--- config.mk ---
export PLATFORM = sky130hd
export DESIGN_NAME = rbi_ring_initiator
export DESIGN_NICKNAME = d
export VERILOG_FILES = /design/src/rtl/rbi_ring_initiator.sv
export SDC_FILE = /design/constraint.sdc
export NUM_CORES = 2
export LEC_CHECK = 0
export ABC_AREA = 1
export ABC_CLOCK_PERIOD_IN_PS = 2750
export CAP_MARGIN = 20
export CORE_AREA = 2 2 317 319
export CTS_BUF_LIST = sky130_fd_sc_hd__clkbuf_16
export CTS_CLUSTER_DIAMETER = 100
export DETAILED_ROUTE_END_ITERATION = 8
export DIE_AREA = 0 0 319 321
export GPL_TIMING_DRIVEN = 1
export PLACE_DENSITY_LB_ADDON = 0.15
export SKIP_LAST_GASP = 1
export SLEW_MARGIN = 40
export SYNTH_ARGS = -nofsm -noshare
export SYNTH_HDL_FRONTEND = slang
export SYNTH_SLANG_ARGS = --single-unit
export TNS_END_PERCENT = 30
--- constraint.sdc ---
create_clock -name clock -period 2.75 [get_ports clock]
set_clock_uncertainty 0.2 [all_clocks]
set_input_delay 0.6875 -clock clock [delete_from_list [all_inputs] [get_ports clock]]
set_output_delay 0.6875 -clock clock [all_outputs]
set_load 0.05 [all_outputs]
--- src/rtl/rbi_ring_initiator.sv ---
// Ringbus initiator node: injects client requests into empty slots,
// captures own responses, retires timed-out tags, forwards all else.
module rbi_ring_initiator #(
  parameter int MAX_OUT      = 4,
  parameter int RESP_TIMEOUT = 4095
) (
  input  logic         clock,
  input  logic         reset,
  input  logic [15:0]  memSeqIn,
  input  logic [15:0]  memOpmIn,
  input  logic [47:0]  memAddrIn,
  input  logic [127:0] memDataIn,
  output logic [15:0]  memSeqOut,
  output logic [15:0]  memOpmOut,
  output logic [47:0]  memAddrOut,
  output logic [127:0] memDataOut,
  input  logic [7:0]   unitNodeId,
  input  logic         reqValid,
  output logic         reqReady,
  input  logic [15:0]  reqOpm,
  input  logic [47:0]  reqAddr,
  input  logic [127:0] reqData,
  output logic         rspValid,
  input  logic         rspReady,
  output logic [15:0]  rspOpm,
  output logic [47:0]  rspAddr,
  output logic [127:0] rspData,
  output logic         rspErr,
  output logic [3:0]   outCount
);
  localparam int IW = 3;
  localparam logic [11:0] RT = 12'(RESP_TIMEOUT);

  logic [15:0]  so_q, so_d, oo_q, oo_d;
  logic [47:0]  ao_q, ao_d;
  logic [127:0] do_q, do_d;
  logic         hv_q, hv_d;
  logic [15:0]  hopm_q, hopm_d;
  logic [47:0]  haddr_q, haddr_d;
  logic [127:0] hdata_q, hdata_d;
  logic [7:0]   ctr_q, ctr_d;
  logic         tv_q [MAX_OUT];
  logic         tv_d [MAX_OUT];
  logic [7:0]   tseq_q [MAX_OUT];
  logic [7:0]   tseq_d [MAX_OUT];
  logic [11:0]  ttmr_q [MAX_OUT];
  logic [11:0]  ttmr_d [MAX_OUT];
  logic [15:0]  topm_q [MAX_OUT];
  logic [15:0]  topm_d [MAX_OUT];
  logic [47:0]  taddr_q [MAX_OUT];
  logic [47:0]  taddr_d [MAX_OUT];
  logic         rv_q, rv_d, rerr_q, rerr_d;
  logic [15:0]  ropm_q, ropm_d;
  logic [47:0]  raddr_q, raddr_d;
  logic [127:0] rdata_q, rdata_d;

  logic          hit, cap, to_hit, ret, free_ok, conflict, inj, buf_free;
  logic [IW-1:0] hit_idx, to_idx, free_idx;
  logic [3:0]    cnt;

  // Count of live tags
  always_comb begin
    cnt = '0;
    for (int i = 0; i < MAX_OUT; i++) cnt = cnt + 4'(tv_q[i]);
  end

  // Slot decision: capture, else inject, else forward; plus timeouts
  always_comb begin
    so_d = memSeqIn; oo_d = memOpmIn;
    ao_d = memAddrIn; do_d = memDataIn;
    hv_d = hv_q; hopm_d = hopm_q;
    haddr_d = haddr_q; hdata_d = hdata_q;
    ctr_d = ctr_q;
    tv_d = tv_q; tseq_d = tseq_q; ttmr_d = ttmr_q;
    topm_d = topm_q; taddr_d = taddr_q;
    rv_d = rv_q; rerr_d = rerr_q; ropm_d = ropm_q;
    raddr_d = raddr_q; rdata_d = rdata_q;
    hit = 1'b0; hit_idx = '0;
    to_hit = 1'b0; to_idx = '0;
    free_ok = 1'b0; free_idx = '0;
    conflict = 1'b0;

    buf_free = !rv_q || rspReady;
    for (int i = 0; i < MAX_OUT; i++)
      if (!hit && tv_q[i] && tseq_q[i] == memSeqIn[7:0]) begin
        hit = 1'b1; hit_idx = IW'(i);
      end
    cap = memOpmIn[7:6] == 2'b01 && memSeqIn[15:8] == unitNodeId
          && hit && buf_free;

    for (int i = 0; i < MAX_OUT; i++) begin
      if (!to_hit && tv_q[i] && ttmr_q[i] == RT) begin
        to_hit = 1'b1; to_idx = IW'(i);
      end
      if (!free_ok && (!tv_q[i] || (cap && hit_idx == IW'(i)))) begin
        free_ok = 1'b1; free_idx = IW'(i);
      end
      if (tv_q[i] && !(cap && hit_idx == IW'(i)) && tseq_q[i] == ctr_q)
        conflict = 1'b1;
      if (tv_q[i] && ttmr_q[i] != RT) ttmr_d[i] = ttmr_q[i] + 12'd1;
    end
    ret = to_hit && buf_free && !cap;
    inj = (memOpmIn[7:0] == 8'h00 || cap) && hv_q && free_ok && !conflict;

    if (rv_q && rspReady) rv_d = 1'b0;
    if (ret) begin
      tv_d[to_idx] = 1'b0;
      rv_d = 1'b1; rerr_d = 1'b1;
      ropm_d = topm_q[to_idx]; raddr_d = taddr_q[to_idx];
      rdata_d = '0;
    end
    if (cap) begin
      tv_d[hit_idx] = 1'b0;
      rv_d = 1'b1; rerr_d = 1'b0;
      ropm_d = memOpmIn; raddr_d = memAddrIn; rdata_d = memDataIn;
      so_d = '0; oo_d = '0; ao_d = '0; do_d = '0;
    end
    if (inj) begin
      so_d = {unitNodeId, ctr_q}; oo_d = hopm_q;
      ao_d = haddr_q; do_d = hdata_q;
      tv_d[free_idx] = 1'b1; tseq_d[free_idx] = ctr_q;
      ttmr_d[free_idx] = '0; topm_d[free_idx] = hopm_q;
      taddr_d[free_idx] = haddr_q;
      ctr_d = (ctr_q == 8'hFF) ? 8'h01 : ctr_q + 8'h01;
      hv_d = 1'b0;
    end
    if (reqValid && !hv_q) begin
      hv_d = 1'b1; hopm_d = reqOpm;
      haddr_d = reqAddr; hdata_d = reqData;
    end
  end

  // State registers
  always_ff @(posedge clock or negedge reset) begin
    if (!reset) begin
      so_q <= '0; oo_q <= '0; ao_q <= '0; do_q <= '0;
      hv_q <= 1'b0; hopm_q <= '0; haddr_q <= '0; hdata_q <= '0;
      ctr_q <= 8'h01;
      for (int i = 0; i < MAX_OUT; i++) begin
        tv_q[i] <= 1'b0; tseq_q[i] <= '0; ttmr_q[i] <= '0;
        topm_q[i] <= '0; taddr_q[i] <= '0;
      end
      rv_q <= 1'b0; rerr_q <= 1'b0; ropm_q <= '0;
      raddr_q <= '0; rdata_q <= '0;
    end else begin
      so_q <= so_d; oo_q <= oo_d; ao_q <= ao_d; do_q <= do_d;
      hv_q <= hv_d; hopm_q <= hopm_d;
      haddr_q <= haddr_d; hdata_q <= hdata_d;
      ctr_q <= ctr_d;
      tv_q <= tv_d; tseq_q <= tseq_d; ttmr_q <= ttmr_d;
      topm_q <= topm_d; taddr_q <= taddr_d;
      rv_q <= rv_d; rerr_q <= rerr_d; ropm_q <= ropm_d;
      raddr_q <= raddr_d; rdata_q <= rdata_d;
    end
  end

  assign memSeqOut  = so_q;
  assign memOpmOut  = oo_q;
  assign memAddrOut = ao_q;
  assign memDataOut = do_q;
  assign reqReady   = !hv_q;
  assign rspValid   = rv_q;
  assign rspOpm     = ropm_q;
  assign rspAddr    = raddr_q;
  assign rspData    = rdata_q;
  assign rspErr     = rerr_q;
  assign outCount   = cnt;
endmodule

# --- After elaboration in Yosys (flattened, before gate mapping) ---
# Index checks and enable logic that the tools add are counted.
op_classes:
  n_bitwise: 10
  order_cmp: 6
  n_mux: 78
  reduce_logical: 78
  n_eq_ne: 22
  addsub: 8
op_table:
  columns: ["op", "count"]
  rows:
  - ["2-to-1 mux 128 bit", 4]
  - ["2-to-1 mux 48 bit", 8]
  - ["bitwise mux 192 bit", 1]
  - ["2-to-1 mux 16 bit", 9]
  - ["binary-select mux 48 bit (select 2 bit)", 1]
  - ["demux 48 bit (select 2 bit)", 1]
  - ["equality test 8 bit", 9]
  - ["bitwise mux 64 bit", 1]
  - ["2-to-1 mux 12 bit", 5]
  - ["adder 12 x 1 -> 12 bit, second input constant", 4]
  - ["bitwise AND 48 bit", 1]
  - ["equality test 12 bit, second input constant", 4]
  - ["inequality test 12 bit, second input constant", 4]
  - ["NOT 48 bit", 1]
  - ["logical AND 1 bit", 46]
  - ["binary-select mux 16 bit (select 2 bit)", 1]
  - ["bitwise mux 32 bit", 1]
  - ["demux 16 bit (select 2 bit)", 1]
  - ["2-to-1 mux 1 bit", 29]
  - ["demux 12 bit (select 2 bit)", 1]
  - ["logical NOT 1 bit", 21]
  - ["demux 8 bit (select 2 bit)", 1]
  - ["2-to-1 mux 8 bit", 2]
  - ["2-to-1 mux 3 bit", 5]
  - ["other kinds (22)", 41]
totals:
  output_inout_bits: 407
  register_bits: 943
  in_bits: 412
  elab_cells: 236

# --- Longest topological paths before layout ---
logic_depth:
  depth_word: 37
  mapped_depth: 20
  depth_no_buf: 16

# --- Worst setup path before layout ---
# No wires, ideal clock.
synth_path:
  path_kind: "input port to flip-flop"
  startpoint: "input port memSeqIn[4]"
  endpoint: "register do_q[67], in the netlist memDataOut[67]"
  setup_time_ns: 0.117
  path_slack_ns: 0.084
  arrival_time_ns: 2.349
  required_time_ns: 2.433
  path_buffers: 4
  stages: 19
  cell_sequence: "buf_2 > inv_2 > nand2_1 > nand2_1 > nor2_1 > nand3_1 > nor2_2 > nor2_1 > nand2_1 > nand2_1 > nand2_1 > nand3_2 > nor2_4 > nand2_1 > buf_6 > buf_8 > buf_8 > nand3_2 > nand2_1"
synth_via:
  elab_chain_cells: 32
  word_cells_on_any_way: 68
  classes_between: "eq/ne (7); mux (17); reduce/logical (44)"
synth_lines:
  columns: ["element", "line", "text"]
  rows:
  - ["from (decl)", "9", "input logic [15:0] memSeqIn,"]
  - ["equality test 8 bit", "85", "if (!hit && tv_q[i] && tseq_q[i] == memSeqIn[7:0]) begin"]
  - ["logical AND 1 bit", "85", null]
  - ["2-to-1 mux 1 bit", "85", null]
  - ["logical NOT 1 bit", "85", null]
  - ["logical AND 1 bit (2 in a row)", "85", null]
  - ["2-to-1 mux 1 bit", "85", null]
  - ["logical NOT 1 bit", "85", null]
  - ["logical AND 1 bit (2 in a row)", "85", null]
  - ["[... 14 more ...]", null, null]
  - ["logical AND 1 bit", "95", "if (!free_ok && (!tv_q[i] || (cap && hit_idx == IW'(i)))) begin"]
  - ["2-to-1 mux 1 bit", "95", null]
  - ["logical NOT 1 bit", "95", null]
  - ["logical AND 1 bit", "95", null]
  - ["2-to-1 mux 1 bit", "95", null]
  - ["logical AND 1 bit (2 in a row)", "103", "inj = (memOpmIn[7:0] == 8'h00 || cap) && hv_q && free_ok && !conflict;"]
  - ["2-to-1 mux 128 bit *", "118", "if (inj) begin"]
  - ["via do_d[67]", "36", "logic [127:0] do_q, do_d;"]
  - ["to (signal assigned)", "136", "so_q <= '0; oo_q <= '0; ao_q <= '0; do_q <= '0;"]
  - ["to (signal assigned)", "146", "so_q <= so_d; oo_q <= oo_d; ao_q <= ao_d; do_q <= do_d;"]
  - ["to (decl)", "36", null]
# The timed path passes the listed nets; every way through them passes the cells marked *.
# A chain may end at the register's enable or synchronous reset.

# --- Worst setup path in the final report ---
layout_path:
  startpoint: "register tv_q[3] in the netlist's numbering"
  endpoint: "output port outCount[1]"
layout_via:
  elab_chain_cells: 3
layout_lines:
  columns: ["element", "line", "text"]
  rows:
  - ["from (decl)", "42", "logic tv_q [MAX_OUT];"]
  - ["from (signal assigned)", "150", "tv_q <= tv_d; tseq_q <= tseq_d; ttmr_q <= ttmr_d;"]
  - ["adder 1 x 1 -> 2 bit", "64", "for (int i = 0; i < MAX_OUT; i++) cnt = cnt + 4'(tv_q[i]);"]
  - ["adder 2 x 1 -> 3 bit", "64", null]
  - ["adder 3 x 1 -> 4 bit", "64", null]
  - ["to (decl)", "29", "output logic [3:0] outCount"]
# No other way between the ends.

==> flow_results.xml <==
<?xml version="1.0" encoding="UTF-8"?>
<metrics>
  <group name="synth">
    <metric name="synthesis.area" unit="sq um">40500</metric>
    <metric name="synth_top_family_by_area" unit="">simple AND/OR/NAND/NOR gates</metric>
    <metric name="synth.top_cell.area_share" unit="%">58.3</metric>
    <metric name="synthesis.instances" unit="">4293</metric>
    <metric name="yosysUniqueCellTypes" unit="">41</metric>
    <metric name="synth_nets" unit="">4713</metric>
    <metric name="yosysSeqAreaShare" unit="%">58.3</metric>
    <metric name="synthesized_area_fraction_occupied_by_ao_oa_aoi_and_oai_cells" unit="%">7.29</metric>
    <metric name="synth.mux.area_fraction" unit="%">3.61</metric>
    <metric name="synthesis.yosys.warnings" unit="">0</metric>
    <metric name="synthAdderAreaFrac" unit="%">0.266</metric>
    <metric name="post_synth_main_area_contributors" unit="">sky130_fd_sc_hd__dfrtp_1 58%, sky130_fd_sc_hd__nand2_1 14%, sky130_fd_sc_hd__nand3_1 5.1%</metric>
    <metric name="post_synth_xor_area_fraction" unit="%">1.56</metric>
    <metric name="synth.largest_area_cell" unit="">sky130_fd_sc_hd__dfrtp_1</metric>
    <metric name="synth_area_per_cell" unit="sq um">9.42</metric>
    <metric name="synth.ff_latch_count" unit="">943</metric>
    <metric name="synth_simple_gate_area_share" unit="%">23.9</metric>
  </group>
  <group name="power">
    <metric name="p_per_area" unit="nW/um^2">668</metric>
    <metric name="power.static_leakage" unit="nW">28.5</metric>
    <metric name="ir_drop" unit="uV">467</metric>
    <metric name="report.power.total" unit="mW">39.6</metric>
  </group>
  <group name="setup_path">
    <metric name="critPathArrivalTime" unit="ps">2300</metric>
    <metric name="timing.critical_path.max_delay_family" unit="">adder cells</metric>
    <metric name="cp_slowest_cell" unit="">sky130_fd_sc_hd__fa_1</metric>
    <metric name="critical_path.endpoint_type" unit="">primary output</metric>
    <metric name="worst-path-max-fanout" unit="">2</metric>
    <metric name="worst_r2r_startpoint" unit="">tv_q[3]$_DFF_PN0_</metric>
    <metric name="critical_path_depth" unit="">6</metric>
    <metric name="critical_path.max_stage_delay" unit="ps">560</metric>
    <metric name="critical_path.endpoint" unit="">outCount[1]</metric>
    <metric name="critical_path.cell_chain" unit="">inv_2 &gt; fa_1 &gt; inv_2 &gt; ha_4 &gt; ha_4 &gt; buf_12</metric>
    <metric name="cp-start-kind" unit="">flop</metric>
    <metric name="setup.reg_to_reg.worst_slack" unit="ps">-170</metric>
    <metric name="reg2reg_depth" unit="">17</metric>
    <metric name="regToRegEndpoint" unit="">memDataOut[112]$_DFF_PN0_</metric>
    <metric name="crit_required" unit="ps">1860</metric>
    <metric name="crit_start" unit="">tv_q[3]$_DFF_PN0_</metric>
    <metric name="critical_path.n_buffers_inverters" unit="">3</metric>
    <metric name="critical_path_class" unit="">reg -&gt; out</metric>
  </group>
  <group name="timing">
    <metric name="timing_max_transition_violations_final" unit="">0</metric>
    <metric name="finalWorstSetupSlack" unit="ps">-434</metric>
    <metric name="maximum_clock_rate" unit="MHz">314</metric>
    <metric name="setup_viol" unit="">537</metric>
    <metric name="grt_setup_unrepaired" unit="">true</metric>
    <metric name="layout_min_cycle_time" unit="ps">3180</metric>
    <metric name="min_period_over_period" unit="%">116</metric>
    <metric name="finalHoldViolCount" unit="">0</metric>
    <metric name="worst_slew_pin_slew" unit="ps">694</metric>
    <metric name="timing.max_slew.rel_slack" unit="%">53.6</metric>
  </group>
  <group name="clock_network">
    <metric name="cts.sinks" unit="">943</metric>
    <metric name="htree_num_levels" unit="">3</metric>
    <metric name="insertion_delay" unit="ps">690</metric>
    <metric name="cts_max_path_buffers" unit="">3</metric>
    <metric name="clk_pin_slew_worst_paths" unit="ps">60</metric>
    <metric name="cts_tree" unit="">built</metric>
    <metric name="cts-buffers-inserted" unit="">103</metric>
    <metric name="cts-root-buf" unit="">sky130_fd_sc_hd__clkbuf_16</metric>
  </group>
  <group name="drt">
    <metric name="remaining_drc_errors" unit="">0</metric>
    <metric name="wl_per_cell" unit="um">24.2</metric>
    <metric name="drt_first_pass_iters" unit="">6</metric>
    <metric name="drt_iter0_markers" unit="">3455</metric>
    <metric name="routed_wirelength" unit="um">164000</metric>
    <metric name="antenna_violating_nets_post_route" unit="">0</metric>
    <metric name="routed-via-count" unit="">36241</metric>
    <metric name="drt-vias-per-instance" unit="">5.36</metric>
  </group>
  <group name="cells_and_area">
    <metric name="layout.filler_cells" unit="">8510</metric>
    <metric name="fin_util" unit="%">59.6</metric>
    <metric name="area.growth.synth_to_final" unit="%">46.4</metric>
    <metric name="finish.net_count" unit="">5781</metric>
    <metric name="post-route-cell-area" unit="sq um">59200</metric>
    <metric name="drive_gt1_share" unit="%">19.7</metric>
  </group>
  <group name="status">
    <metric name="outcome" unit="">finished with violations</metric>
    <metric name="failed_checks" unit="">setup timing</metric>
  </group>
  <group name="global_route">
    <metric name="grt.total_usage" unit="%">29.2</metric>
    <metric name="grt_pass1_vias" unit="">34410</metric>
    <metric name="grt_pass1_wl" unit="um">224000</metric>
    <metric name="pin_count_of_the_biggest_net_entering_global_routing" unit="">85</metric>
    <metric name="antenna_found_initial" unit="">30</metric>
    <metric name="grt_remaining_overflow" unit="">0</metric>
  </group>
  <group name="run">
    <metric name="max_cap_violations" unit="">0</metric>
  </group>
  <group name="floorplanning">
    <metric name="die-height" unit="um">321</metric>
    <metric name="number_of_i_o_pins" unit="">819</metric>
    <metric name="die-area" unit="sq um">102000</metric>
    <metric name="core_area" unit="sq um">99300</metric>
    <metric name="row_count" unit="">116</metric>
    <metric name="floorplan.initialDensity" unit="%">40.8</metric>
    <metric name="die_width" unit="um">319</metric>
  </group>
  <group name="worst_hold_path">
    <metric name="worst_hold_path_type" unit="">in -&gt; reg</metric>
  </group>
  <group name="place">
    <metric name="io_buffer_count" unit="">817</metric>
    <metric name="dpl.hpwl" unit="um">107000</metric>
    <metric name="gp_congestion" unit="">0.935</metric>
    <metric name="placement.cell_area" unit="sq um">52100</metric>
  </group>
</metrics>
[tightest hold or removal path, stage by stage]
cell and delay, ps:
sky130_fd_sc_hd__dlymetal6s2s_1 120, sky130_fd_sc_hd__nand2_1 60, sky130_fd_sc_hd__nand2_1 70
[synthesized netlist by cell type, drive strengths merged]
cell type,instances
xnor2,34
o21bai,2
nand4,22
buf,164
conb,1
a21oi,150
mux2i,2
ha,7
fa,1
o22ai,1
clkbuf,114
a21boi,1
nor4,5
nor3,17
inv,179
mux2,128
nand2,1459
and3,1
a22o,128
nor2,190
xor2,38
nand3b,5
dfstp,1
clkinv,2
or3,1
o21ai,114
o211ai,63
nand3,521
dfrtp,942
[layout make-up]
type,count,area [sq um],share of cell area [%]
flip-flops and latches,943,23600,39.9
clock inverters,81,507,0.856
well taps,1298,1620,2.74
repair buffers,1241,14300,24.1
diodes,23,57.6,0.0972
clock buffers,104,2600,4.40
multi-input cells,2891,15800,26.8
inverters,181,697,1.18
[routing by layer]
layer / GRT usage, % / share of wire [%]
met3: 7.08 / 8.2
met5: 0 / 0.055
met4: 10.3 / 3.5
met1: 39.8 / 42
met2: 45.4 / 46
[through the flow]
stage	hold WS (ps)	TNS [ps]	std cells	setup slack, ps
2_1_floorplan	192	0	4293	83.6
3_3_place_gp	248	-579990	6403	-955
3_5_place_dp	255	-591480	6403	-955
4_1_cts	152	-17220	6622	-444
5_1_grt	80.7	-61980	6761	-501
6_report	78.0	-28700	6762	-434
[registers in the layout, summed over array words and instances, names as in the netlist, 4 cells and up]
register    flops
haddr_q        48
memDataOut    128
hopm_q         16
ctr_q           8
tseq_q         32
memAddrOut     48
memSeqOut      16
tv_q            4
memOpmOut      16
taddr_q       192
topm_q         64
rspOpm         16
ttmr_q         48
hdata_q       128
rspAddr        48
rspData       128
[cell usage in the layout (no fill, tap or decap), types with 6 or more instances in the layout]
cell type / Yosys / routed
sky130_fd_sc_hd__a21oi_2: 0 / 6
sky130_fd_sc_hd__nand2_4: 0 / 38
sky130_fd_sc_hd__nor3_1: 16 / 13
sky130_fd_sc_hd__buf_16: 0 / 28
sky130_fd_sc_hd__dlygate4sd2_1: 0 / 36
sky130_fd_sc_hd__nand2_2: 2 / 78
sky130_fd_sc_hd__a21oi_1: 150 / 144
sky130_fd_sc_hd__inv_2: 11 / 17
sky130_fd_sc_hd__buf_6: 4 / 32
sky130_fd_sc_hd__clkinv_2: 0 / 11
sky130_fd_sc_hd__nand4_1: 22 / 22
sky130_fd_sc_hd__o211ai_1: 63 / 63
sky130_fd_sc_hd__diode_2: 0 / 23
sky130_fd_sc_hd__dfrtp_2: 0 / 10
sky130_fd_sc_hd__inv_1: 168 / 190
sky130_fd_sc_hd__nor2_4: 3 / 13
sky130_fd_sc_hd__buf_4: 4 / 231
sky130_fd_sc_hd__nor2_2: 4 / 15
sky130_fd_sc_hd__nand2_1: 1457 / 1341
sky130_fd_sc_hd__buf_12: 0 / 99
sky130_fd_sc_hd__xor2_1: 38 / 38
sky130_fd_sc_hd__dlymetal6s2s_1: 0 / 8
sky130_fd_sc_hd__clkinv_1: 2 / 25
sky130_fd_sc_hd__mux2_2: 128 / 128
sky130_fd_sc_hd__nand3_1: 416 / 363
sky130_fd_sc_hd__o21ai_0: 48 / 46
sky130_fd_sc_hd__nand3_4: 0 / 7
sky130_fd_sc_hd__clkdlybuf4s50_1: 0 / 734
sky130_fd_sc_hd__nor2_1: 183 / 162
sky130_fd_sc_hd__nand3_2: 105 / 151
sky130_fd_sc_hd__a22o_1: 128 / 128
sky130_fd_sc_hd__clkbuf_16: 0 / 162
sky130_fd_sc_hd__buf_8: 11 / 12
sky130_fd_sc_hd__xnor2_1: 34 / 33
sky130_fd_sc_hd__o21ai_1: 66 / 68
sky130_fd_sc_hd__dfrtp_1: 942 / 932
[cell families after synthesis]
group           Yosys count
mux                     130
xor+xnor                 72
buf+inv                 459
fa+ha+maj                 8
simple gates           2221
compound gates          459
other cells               1
flops                   943
[how the worst min path moves through the flow]
stage	start	to	slack, ps	cells past startpoint
finish	unitNodeId[1]	memSeqOut[9]$_DFF_PN0_	80	3
global route	unitNodeId[1]	memSeqOut[9]$_DFF_PN0_	80	3
CTS	unitNodeId[6]	memSeqOut[14]$_DFF_PN0_	150	3
detailed placement	hdata_q[121]$_DFFE_PN0P_	memDataOut[121]$_DFF_PN0_	260	2
floorplan	reset	ctr_q[1]$_DFFE_PN0P_	190	0
global placement	hdata_q[42]$_DFFE_PN0P_	memDataOut[42]$_DFF_PN0_	250	2
[power by group]
group          internal (mW)  switching [mW]  total (mW)
clock network           7.21            5.89        13.1
logic                   3.58            4.95        8.53
registers               16.1            1.86        17.9
total                   26.9            12.7        39.6
[repair_timing]
action,in CTS,in global routing
pin swaps,20,108
gates resized for setup,90,325
endpoints found under the setup margin,864,1072
cloned,12,73
hold buffers,1,0
hold endpoints to repair,12,0
buffers inserted,21,54
Note: power is estimated with default switching activity, not from simulation.
